<file path="config.mk">
export PLATFORM = sky130hd
export DESIGN_NAME = ex_stage
export DESIGN_NICKNAME = d
export VERILOG_FILES = /design/src/rtl/ex_stage.sv
export SDC_FILE = /design/constraint.sdc
export NUM_CORES = 2
export LEC_CHECK = 0
export ABC_AREA = 1
export CORE_MARGIN = 2
export CORE_UTILIZATION = 56
export CTS_CLUSTER_DIAMETER = 200
export DETAILED_ROUTE_END_ITERATION = 6
export PLACE_DENSITY = 0.84
export SYNTH_ARGS = -nofsm -noshare
export SYNTH_HDL_FRONTEND = slang
export SYNTH_SLANG_ARGS = --single-unit
</file>
<file path="constraint.sdc">
create_clock -name clk -period 4.6 [get_ports clk]
set_input_delay 0.46 -clock clk [delete_from_list [all_inputs] [get_ports clk]]
set_output_delay 0.46 -clock clk [all_outputs]
set_load 0.03 [all_outputs]
</file>
<file path="src/rtl/ex_stage.sv">
// Execute stage: single-cycle logic/shift/arith/address results, plus an
// iterative 32-step multiplier/divider that owns HI/LO and stalls the front end.
module ex_stage #(
  parameter int MULDIV_STEPS = 32
) (
  input  logic        clk,
  input  logic        rst,
  input  logic [31:0] i_inst,
  input  logic [2:0]  i_alusel,
  input  logic [4:0]  i_aluop,
  input  logic [31:0] i_srcLeft,
  input  logic [31:0] i_srcRight,
  input  logic [1:0]  i_memop,
  input  logic [4:0]  i_dest,
  input  logic        i_writeEnable,
  input  logic        i_flush,
  output logic [31:0] o_result,
  output logic [1:0]  o_memop,
  output logic [31:0] o_memAddr,
  output logic [31:0] o_storeData,
  output logic [4:0]  o_dest,
  output logic        o_writeEnable,
  output logic        o_overflow,
  output logic        o_stallReq
);
  localparam logic [2:0] SEL_SPECIAL = 3'd0, SEL_LOGIC = 3'd1, SEL_ARITH = 3'd2,
                         SEL_MULDIV  = 3'd3, SEL_MEMACC = 3'd4;

  typedef enum logic [1:0] {S_IDLE, S_BUSY, S_DONE} md_state_e;

  md_state_e   state_q, state_d;
  logic [31:0] hi_q, hi_d, lo_q, lo_d;
  logic [31:0] acc_hi_q, acc_hi_d, acc_lo_q, acc_lo_d, opb_q, opb_d;
  logic [5:0]  cnt_q, cnt_d;
  logic        is_div_q, is_div_d, neg_res_q, neg_res_d, neg_rem_q, neg_rem_d;
  logic        div_zero_q, div_zero_d;

  logic        md_start, stall, kill;
  logic        a_neg, b_neg;
  logic [32:0] mul_sum;
  logic [33:0] div_diff;
  logic [31:0] step_hi, step_lo;
  logic [63:0] prod_fix;
  logic [31:0] mem_addr, add_sum, sub_neg, sub_diff, res;
  logic        add_ovf, sub_ovf, we, ovf;
  logic        unused_bits;

  assign unused_bits = ^{i_inst[31:16], div_diff[32]};
  assign kill        = rst | i_flush;
  assign md_start    = (state_q == S_IDLE) && (i_alusel == SEL_MULDIV) && (i_aluop < 5'd4) && !i_flush;
  assign stall       = !kill && (md_start || state_q == S_BUSY);

  // One iteration: shift-add for multiply, restoring subtract for divide.
  always_comb begin
    mul_sum  = {1'b0, acc_hi_q} + (acc_lo_q[0] ? {1'b0, opb_q} : 33'd0);
    div_diff = {1'b0, acc_hi_q, acc_lo_q[31]} - {2'b00, opb_q};
    if (is_div_q) begin
      if (!div_diff[33]) begin
        step_hi = div_diff[31:0];
        step_lo = {acc_lo_q[30:0], 1'b1};
      end else begin
        step_hi = {acc_hi_q[30:0], acc_lo_q[31]};
        step_lo = {acc_lo_q[30:0], 1'b0};
      end
    end else begin
      step_hi = mul_sum[32:1];
      step_lo = {mul_sum[0], acc_lo_q[31:1]};
    end
    prod_fix = neg_res_q ? -{step_hi, step_lo} : {step_hi, step_lo};
  end

  assign a_neg = (i_aluop == 5'd0 || i_aluop == 5'd2) && i_srcLeft[31];
  assign b_neg = (i_aluop == 5'd0 || i_aluop == 5'd2) && i_srcRight[31];

  always_comb begin
    // NOTE: every always_comb output gets a default first so no latch is inferred.
    state_d    = state_q;
    hi_d       = hi_q;
    lo_d       = lo_q;
    acc_hi_d   = acc_hi_q;
    acc_lo_d   = acc_lo_q;
    opb_d      = opb_q;
    cnt_d      = cnt_q;
    is_div_d   = is_div_q;
    neg_res_d  = neg_res_q;
    neg_rem_d  = neg_rem_q;
    div_zero_d = div_zero_q;
    case (state_q)
      S_IDLE: if (md_start) begin
        acc_hi_d   = '0;
        acc_lo_d   = a_neg ? -i_srcLeft : i_srcLeft;
        opb_d      = b_neg ? -i_srcRight : i_srcRight;
        is_div_d   = i_aluop[1];
        neg_res_d  = a_neg ^ b_neg;
        neg_rem_d  = a_neg;
        div_zero_d = (i_srcRight == '0);
        cnt_d      = '0;
        state_d    = S_BUSY;
      end
      S_BUSY: begin
        acc_hi_d = step_hi;
        acc_lo_d = step_lo;
        cnt_d    = cnt_q + 6'd1;
        if (cnt_q == 6'(MULDIV_STEPS - 1)) begin
          if (is_div_q) begin
            hi_d = neg_rem_q ? -step_hi : step_hi;
            lo_d = div_zero_q ? '1 : (neg_res_q ? -step_lo : step_lo);
          end else begin
            {hi_d, lo_d} = prod_fix;
          end
          state_d = S_DONE;
        end
      end
      default: state_d = S_IDLE;
    endcase
    if (!stall && i_alusel == SEL_SPECIAL && i_aluop == 5'd3) hi_d = i_srcLeft;
    if (!stall && i_alusel == SEL_SPECIAL && i_aluop == 5'd4) lo_d = i_srcLeft;
    // A flush abandons any in-flight mul/div without touching HI/LO.
    if (i_flush) begin
      state_d = S_IDLE;
      hi_d    = hi_q;
      lo_d    = lo_q;
    end
  end

  always_ff @(posedge clk) begin
    // NOTE: sequential state uses non-blocking assignments only.
    if (rst) begin
      state_q    <= S_IDLE;
      hi_q       <= '0;
      lo_q       <= '0;
      acc_hi_q   <= '0;
      acc_lo_q   <= '0;
      opb_q      <= '0;
      cnt_q      <= '0;
      is_div_q   <= 1'b0;
      neg_res_q  <= 1'b0;
      neg_rem_q  <= 1'b0;
      div_zero_q <= 1'b0;
    end else begin
      state_q    <= state_d;
      hi_q       <= hi_d;
      lo_q       <= lo_d;
      acc_hi_q   <= acc_hi_d;
      acc_lo_q   <= acc_lo_d;
      opb_q      <= opb_d;
      cnt_q      <= cnt_d;
      is_div_q   <= is_div_d;
      neg_res_q  <= neg_res_d;
      neg_rem_q  <= neg_rem_d;
      div_zero_q <= div_zero_d;
    end
  end

  assign mem_addr = i_srcLeft + {{16{i_inst[15]}}, i_inst[15:0]};
  assign add_sum  = i_srcLeft + i_srcRight;
  assign add_ovf  = (i_srcLeft[31] == i_srcRight[31]) && (add_sum[31] != i_srcLeft[31]);
  assign sub_neg  = -i_srcRight;
  assign sub_diff = i_srcLeft + sub_neg;
  assign sub_ovf  = (i_srcLeft[31] == sub_neg[31]) && (sub_diff[31] != i_srcLeft[31]);

  always_comb begin
    res = '0;
    we  = i_writeEnable;
    ovf = 1'b0;
    case (i_alusel)
      SEL_SPECIAL: case (i_aluop)
        5'd0:    ;
        5'd1:    begin res = hi_q; we = 1'b1; end
        5'd2:    begin res = lo_q; we = 1'b1; end
        default: we = 1'b0;
      endcase
      SEL_LOGIC: case (i_aluop)
        5'd0:    res = i_srcLeft & i_srcRight;
        5'd1:    res = i_srcLeft | i_srcRight;
        5'd2:    res = i_srcLeft ^ i_srcRight;
        5'd3:    res = ~(i_srcLeft | i_srcRight);
        5'd4:    res = i_srcLeft << i_srcRight[4:0];
        5'd5:    res = i_srcLeft >> i_srcRight[4:0];
        5'd6:    res = $signed(i_srcLeft) >>> i_srcRight[4:0];
        default: we = 1'b0;
      endcase
      SEL_ARITH: case (i_aluop)
        5'd0:    begin res = add_sum;  ovf = add_ovf; end
        5'd1:    begin res = sub_diff; ovf = sub_ovf; end
        5'd2:    res = {31'd0, $signed(i_srcLeft) < $signed(i_srcRight)};
        5'd3:    res = {31'd0, i_srcLeft < i_srcRight};
        default: we = 1'b0;
      endcase
      SEL_MEMACC: res = mem_addr;
      default:    we = 1'b0;
    endcase
    if (ovf || stall) we = 1'b0;
  end

  assign o_result      = kill ? '0 : res;
  assign o_memop       = kill ? 2'd0 : i_memop;
  assign o_memAddr     = kill ? '0 : mem_addr;
  assign o_storeData   = kill ? '0 : i_srcRight;
  assign o_dest        = kill ? '0 : i_dest;
  assign o_writeEnable = !kill && we;
  assign o_overflow    = !kill && ovf;
  assign o_stallReq    = stall;
endmodule

</file>
==> results of run 1 <==
-- layer usage --
layer	GRT usage, %	overflow
met1	66.3	0
met2	79.8	5
met3	30.6	0
met4	51.0	3
met5	5.51	0
-- logic make-up after synthesis --
logic type      count (synthesis)  share of synthesized area [%]
simple gates                 2557                           37.0
xor+xnor                       88                           2.62
compound gates               1266                           25.2
fa+ha+maj                     234                           10.1
flops                         172                           11.7
buf+inv                       955                           13.1
mux                             9                          0.306
-- Yosys cell counts (all sizes together), types with 19 or more instances --
| library cell | count |
|---|---|
| a21oi | 498 |
| a221oi | 27 |
| a22o | 36 |
| a31oi | 67 |
| buf | 57 |
| clkbuf | 179 |
| dfxtp | 172 |
| ha | 229 |
| inv | 710 |
| nand2 | 1491 |
| nand3 | 329 |
| nand4 | 61 |
| nor2 | 532 |
| nor3 | 61 |
| nor4 | 22 |
| o211ai | 57 |
| o21ai | 406 |
| o221ai | 26 |
| o22ai | 24 |
| or2 | 38 |
| xnor2 | 19 |
| xor2 | 69 |
-- through the flow --
stage / std cells / util [%]
3_3_place_gp: 6489 / 68.1
4_1_cts: 6579 / 70.8
2_1_floorplan: 5281 / -
3_5_place_dp: 6489 / 68.1
-- what timing repair did --
action	CTS
pin swaps	67
endpoints found under the setup margin	25
hold endpoints to repair	0
setup buffers	61
gates resized for setup	135
==> results.json, run 1 <==
{
  "synth-edff-count": 0,
  "max-clock-path-buffers": 2,
  "cts.sink_count": 172,
  "postSynthNetCount": 5630,
  "outcome": "stopped before the end",
  "core.rowCount": 84,
  "dominantRegCellSynth": "sky130_fd_sc_hd__dfxtp_1",
  "cts-hold-fix-buffers": 0,
  "floorplan.die.width_um": 233,
  "synth-warning-count": 0,
  "track_usage_pct": 58.8,
  "die_h_um": 233,
  "port_buffers": 204,
  "hpwl_um": 121000,
  "place_congestion": 1.22,
  "numCtsBuffers": 17,
  "fraction_of_registers_with_async_set_or_reset_after_synthesis_pct": 0,
  "top_post_synthesis_cells_by_area": "sky130_fd_sc_hd__nand2_1, sky130_fd_sc_hd__dfxtp_1, sky130_fd_sc_hd__ha_1",
  "synth_cells": 5281,
  "stop_stage": "global routing (5_1_grt)",
  "yosys_register_bits": 172,
  "place_area_mm2": 0.0356,
  "io-pin-count": 221,
  "synth_top_area_cell": "sky130_fd_sc_hd__nand2_1",
  "synth_largest_type_area_fraction_pct": 18.8,
  "synth.lib_cells_used.distinct": 78,
  "floorplan.initialDensity_pct": 56.3,
  "worst_endpoint": "o_result[28]",
  "synthesis.area_mm2": 0.0294,
  "post-place-ws_ps": -727,
  "cts.root.buffer_cell": "sky130_fd_sc_hd__clkbuf_16",
  "flow.first_error": "[ERROR GRT-0232] Routing congestion too high. Check the congestion heatmap in the GUI.",
  "cts_htree_levels": 4,
  "worst_endpoint_kind": "output port",
  "synth_area_per_cell_um2": 5.57,
  "grt_max_degree": 91,
  "synth_seq_area_share_pct": 11.7,
  "globalRouteOverflowTotal": 8
}
==> run 2, diff against run 1 <==
--- a/config.mk
+++ b/config.mk
@@ -7,10 +7,9 @@
 export LEC_CHECK = 0
 export ABC_AREA = 1
 export CORE_MARGIN = 2
-export CORE_UTILIZATION = 56
-export CTS_CLUSTER_DIAMETER = 200
+export CORE_UTILIZATION = 40
 export DETAILED_ROUTE_END_ITERATION = 6
-export PLACE_DENSITY = 0.84
+export PLACE_DENSITY_LB_ADDON = 0.15
 export SYNTH_ARGS = -nofsm -noshare
 export SYNTH_HDL_FRONTEND = slang
 export SYNTH_SLANG_ARGS = --single-unit
==> constraint.sdc (replaced) <==
create_clock -name clk -period 6 [get_ports clk]
set_input_delay 0.6 -clock clk [delete_from_list [all_inputs] [get_ports clk]]
set_output_delay 0.6 -clock clk [all_outputs]
set_load 0.03 [all_outputs]
==> results.json, run 2 <==
{
  "cts.root.buffer_cell": "sky130_fd_sc_hd__clkbuf_16",
  "max_slew_margin_pct": 22.9,
  "design.core.area_mm2": 0.0728,
  "power.leakage_uw": 0.0163,
  "synth_xor_xnor_area_share_pct": 2.62,
  "worstSkewPairLatency_ps": 470,
  "synth_cells": 5281,
  "setup.worst_path.class": "in -> out",
  "sequential_cell_area_mm2": 0.00345,
  "fraction_of_registers_with_async_set_or_reset_after_synthesis_pct": 0,
  "area_growth_syn_to_layout_pct": 13.5,
  "drt.antenna.violating_nets": 0,
  "synth-warning-count": 0,
  "cts.sink_count": 172,
  "grt_pass1_vias": 34300,
  "synth-compound-area-share_pct": 25.2,
  "drt-initial-drc-count": 4469,
  "most_instantiated_cells_after_synthesis": "sky130_fd_sc_hd__nand2_1, sky130_fd_sc_hd__inv_1, sky130_fd_sc_hd__nor2_1",
  "timing_worst_slew_pin_value_ps": 1150,
  "max_clock_freq_mhz": 174,
  "top_post_synthesis_cells_by_area": "sky130_fd_sc_hd__nand2_1, sky130_fd_sc_hd__dfxtp_1, sky130_fd_sc_hd__ha_1",
  "floorplan.die.width_um": 275,
  "clk_transition_reported_paths_ps": 80,
  "wire_per_inst_um": 25.2,
  "end_kind": "output pin",
  "number_of_antenna_violations_at_the_first_check_in_global_routing": 3,
  "outcome": "completed",
  "rsz0062_at_grt": "false",
  "portion_of_netlist_area_occupied_by_mux_cells_pct": 0.306,
  "dominantRegCellSynth": "sky130_fd_sc_hd__dfxtp_1",
  "port_buffers": 204,
  "fraction_of_final_layout_cells_with_drive_strength_greater_than_1_pct": 7.45,
  "setup-tns-final_ps": 0,
  "synth_seq_area_share_pct": 11.7,
  "hpwl_um": 130000,
  "cts_htree_levels": 4,
  "max-clock-path-buffers": 2,
  "numCtsBuffers": 17,
  "io-pin-count": 221,
  "timing.final.crit_period_ps": 5750,
  "postRouteWirelength_um": 161000,
  "fp.dieArea_mm2": 0.0757,
  "post_synth_and_or_nand_nor_area_fraction_pct": 37.0,
  "cp.arrival_ps": 5150,
  "place_congestion": 1.10,
  "final_cell_count_no_fill": 6385,
  "final_nets": 5760,
  "globalRouteOverflowTotal": 0,
  "synth_area_per_cell_um2": 5.57,
  "vias": 37300,
  "n_fill_cell": 8314,
  "synth-edff-count": 0,
  "postSynthNetCount": 5630,
  "synth_largest_type_area_fraction_pct": 18.8,
  "slew_violations": 0,
  "grt_pass1_wl_um": 231000,
  "cts-hold-fix-buffers": 0,
  "numPlacedInstances": 6349,
  "layout_commonest_cell": "sky130_fd_sc_hd__nand2_1",
  "vdd_ir_max_uv": 172,
  "synthesis.area_mm2": 0.0294,
  "kind_of_start_point_of_the_critical_path": "input port",
  "die_h_um": 275,
  "crit_path_max_fanout": 5,
  "track_usage_pct": 41.4,
  "finalHoldViolCount": 0,
  "multi_input_area_mm2": 0.0222,
  "post-synth-top-count-cell": "sky130_fd_sc_hd__nand2_1",
  "synth_top_area_cell": "sky130_fd_sc_hd__nand2_1",
  "hold_class": "reg -> reg",
  "cts_tree": "built",
  "route.detailed.drc": 0,
  "yosys_register_bits": 172,
  "finalSetupViolCount": 0,
  "floorplan.initialDensity_pct": 40.4,
  "number_of_vias_per_cell": 5.85,
  "core.rowCount": 99,
  "drv_cap": 0,
  "synth_adder_area_share_pct": 10.1,
  "drt_pass1_iterations": 6,
  "grt_max_degree": 88,
  "crit_required_ps": 5400,
  "most_used_cells_in_the_layout_excluding_fill_and_tap_cells": "sky130_fd_sc_hd__nand2_1, sky130_fd_sc_hd__inv_1, sky130_fd_sc_hd__a21oi_1",
  "synth.lib_cells_used.distinct": 78,
  "main_combinational_cell_family_by_area_after_synthesis": "simple AND/OR/NAND/NOR gates",
  "fin_skew_ps": 17.8,
  "p_per_area_mw_per_mm2": 120,
  "post-route-period-util_pct": 95.8,
  "regToRegSetupSlack_ps": 860
}
run 2: final timing paths:
| kind | start | end | cells after the start |
|---|---|---|---|
| worst min register to register | hi_q[5] | hi_q[5] | 2 |
| worst max-delay path | i_srcRight[4] | o_result[31] | 25 |
| worst max register to register | opb_q[7] | hi_q[15] | 21 |
| worst min-delay path | hi_q[5] | hi_q[5] | 2 |
run 2: final cells by class:
type | instances | area share [%]
multi-input combinational | 4154 | 66.6
sequential | 172 | 10.3
timing repair buffer | 347 | 9.57
inverter | 719 | 8.09
tap | 959 | 3.59
clock buffer | 18 | 1.31
clock inverter | 14 | 0.506
antenna | 2 | 0.0150
run 2: layer usage:
layer / wire length (um) / share of wire [%] / vias to the layer above / GRT usage, %
met2: 68200 / 42 / 1949 / 63.3
met4: 13100 / 8.1 / 2 / 28.8
li1: - / - / 17800 / -
met1: 65100 / 40 / 17200 / 53.4
met3: 14800 / 9.2 / 450 / 6.38
met5: 12 / 0.0074 / - / 0
run 2: cell families (layout without fill, tap and decap cells):
family,count (synthesis),count (layout)
compound gates,1266,1266
flops,172,172
simple gates,2557,2557
other cells,0,2
buf+inv,955,1098
xor+xnor,88,88
fa+ha+maj,234,234
mux,9,9
run 2: timing repair:
item / 4_1_cts / 5_1_grt
gates resized for setup: 0 / 9
setup endpoints to repair: 0 / 9
setup buffers: 0 / 2
run 2: per-stage QoR:
stage	hold WS (ps)	util (%)	area [um^2]	setup WS (ps)	power, uW
floorplan	443	-	29400	335	2120
global route	486	45.9	33400	2.30	4170
CTS	471	45.8	33300	91.8	3970
detailed placement	459	45.0	32700	101	2790
finish	470	45.9	33400	250	4010
global placement	452	45.0	32700	101	2790
run 2: report_power, final:
| group | total (uW) | leakage (uW) | switching (uW) | internal [uW] |
|---|---|---|---|---|
| clock network | 1180 | 0.000293 | 606 | 575 |
| registers | 1150 | 0.00139 | 3.62 | 1140 |
| logic | 1680 | 0.0146 | 1160 | 516 |
run 2: worst max-delay path, stage by stage:
cell	delay [ps]
sky130_fd_sc_hd__clkdlybuf4s50_1	440
sky130_fd_sc_hd__inv_1	120
sky130_fd_sc_hd__nand4_1	200
sky130_fd_sc_hd__nor3_4	300
sky130_fd_sc_hd__nand4_1	240
sky130_fd_sc_hd__nor2_1	160
sky130_fd_sc_hd__nand3_1	110
sky130_fd_sc_hd__nor2_1	160
sky130_fd_sc_hd__nand3_1	160
sky130_fd_sc_hd__nor2_1	170
sky130_fd_sc_hd__nand3_1	110
sky130_fd_sc_hd__xor2_1	200
sky130_fd_sc_hd__inv_1	70
sky130_fd_sc_hd__ha_1	330
sky130_fd_sc_hd__a21oi_1	200
sky130_fd_sc_hd__o21ai_0	180
sky130_fd_sc_hd__a221oi_1	290
sky130_fd_sc_hd__nand2_1	190
sky130_fd_sc_hd__nand2_1	100
sky130_fd_sc_hd__o21ai_0	70
sky130_fd_sc_hd__nand2_1	80
sky130_fd_sc_hd__nand2_1	50
sky130_fd_sc_hd__a21oi_1	270
sky130_fd_sc_hd__buf_4	220
sky130_fd_sc_hd__buf_12	120
Note: power is estimated with default switching activity, not from simulation.
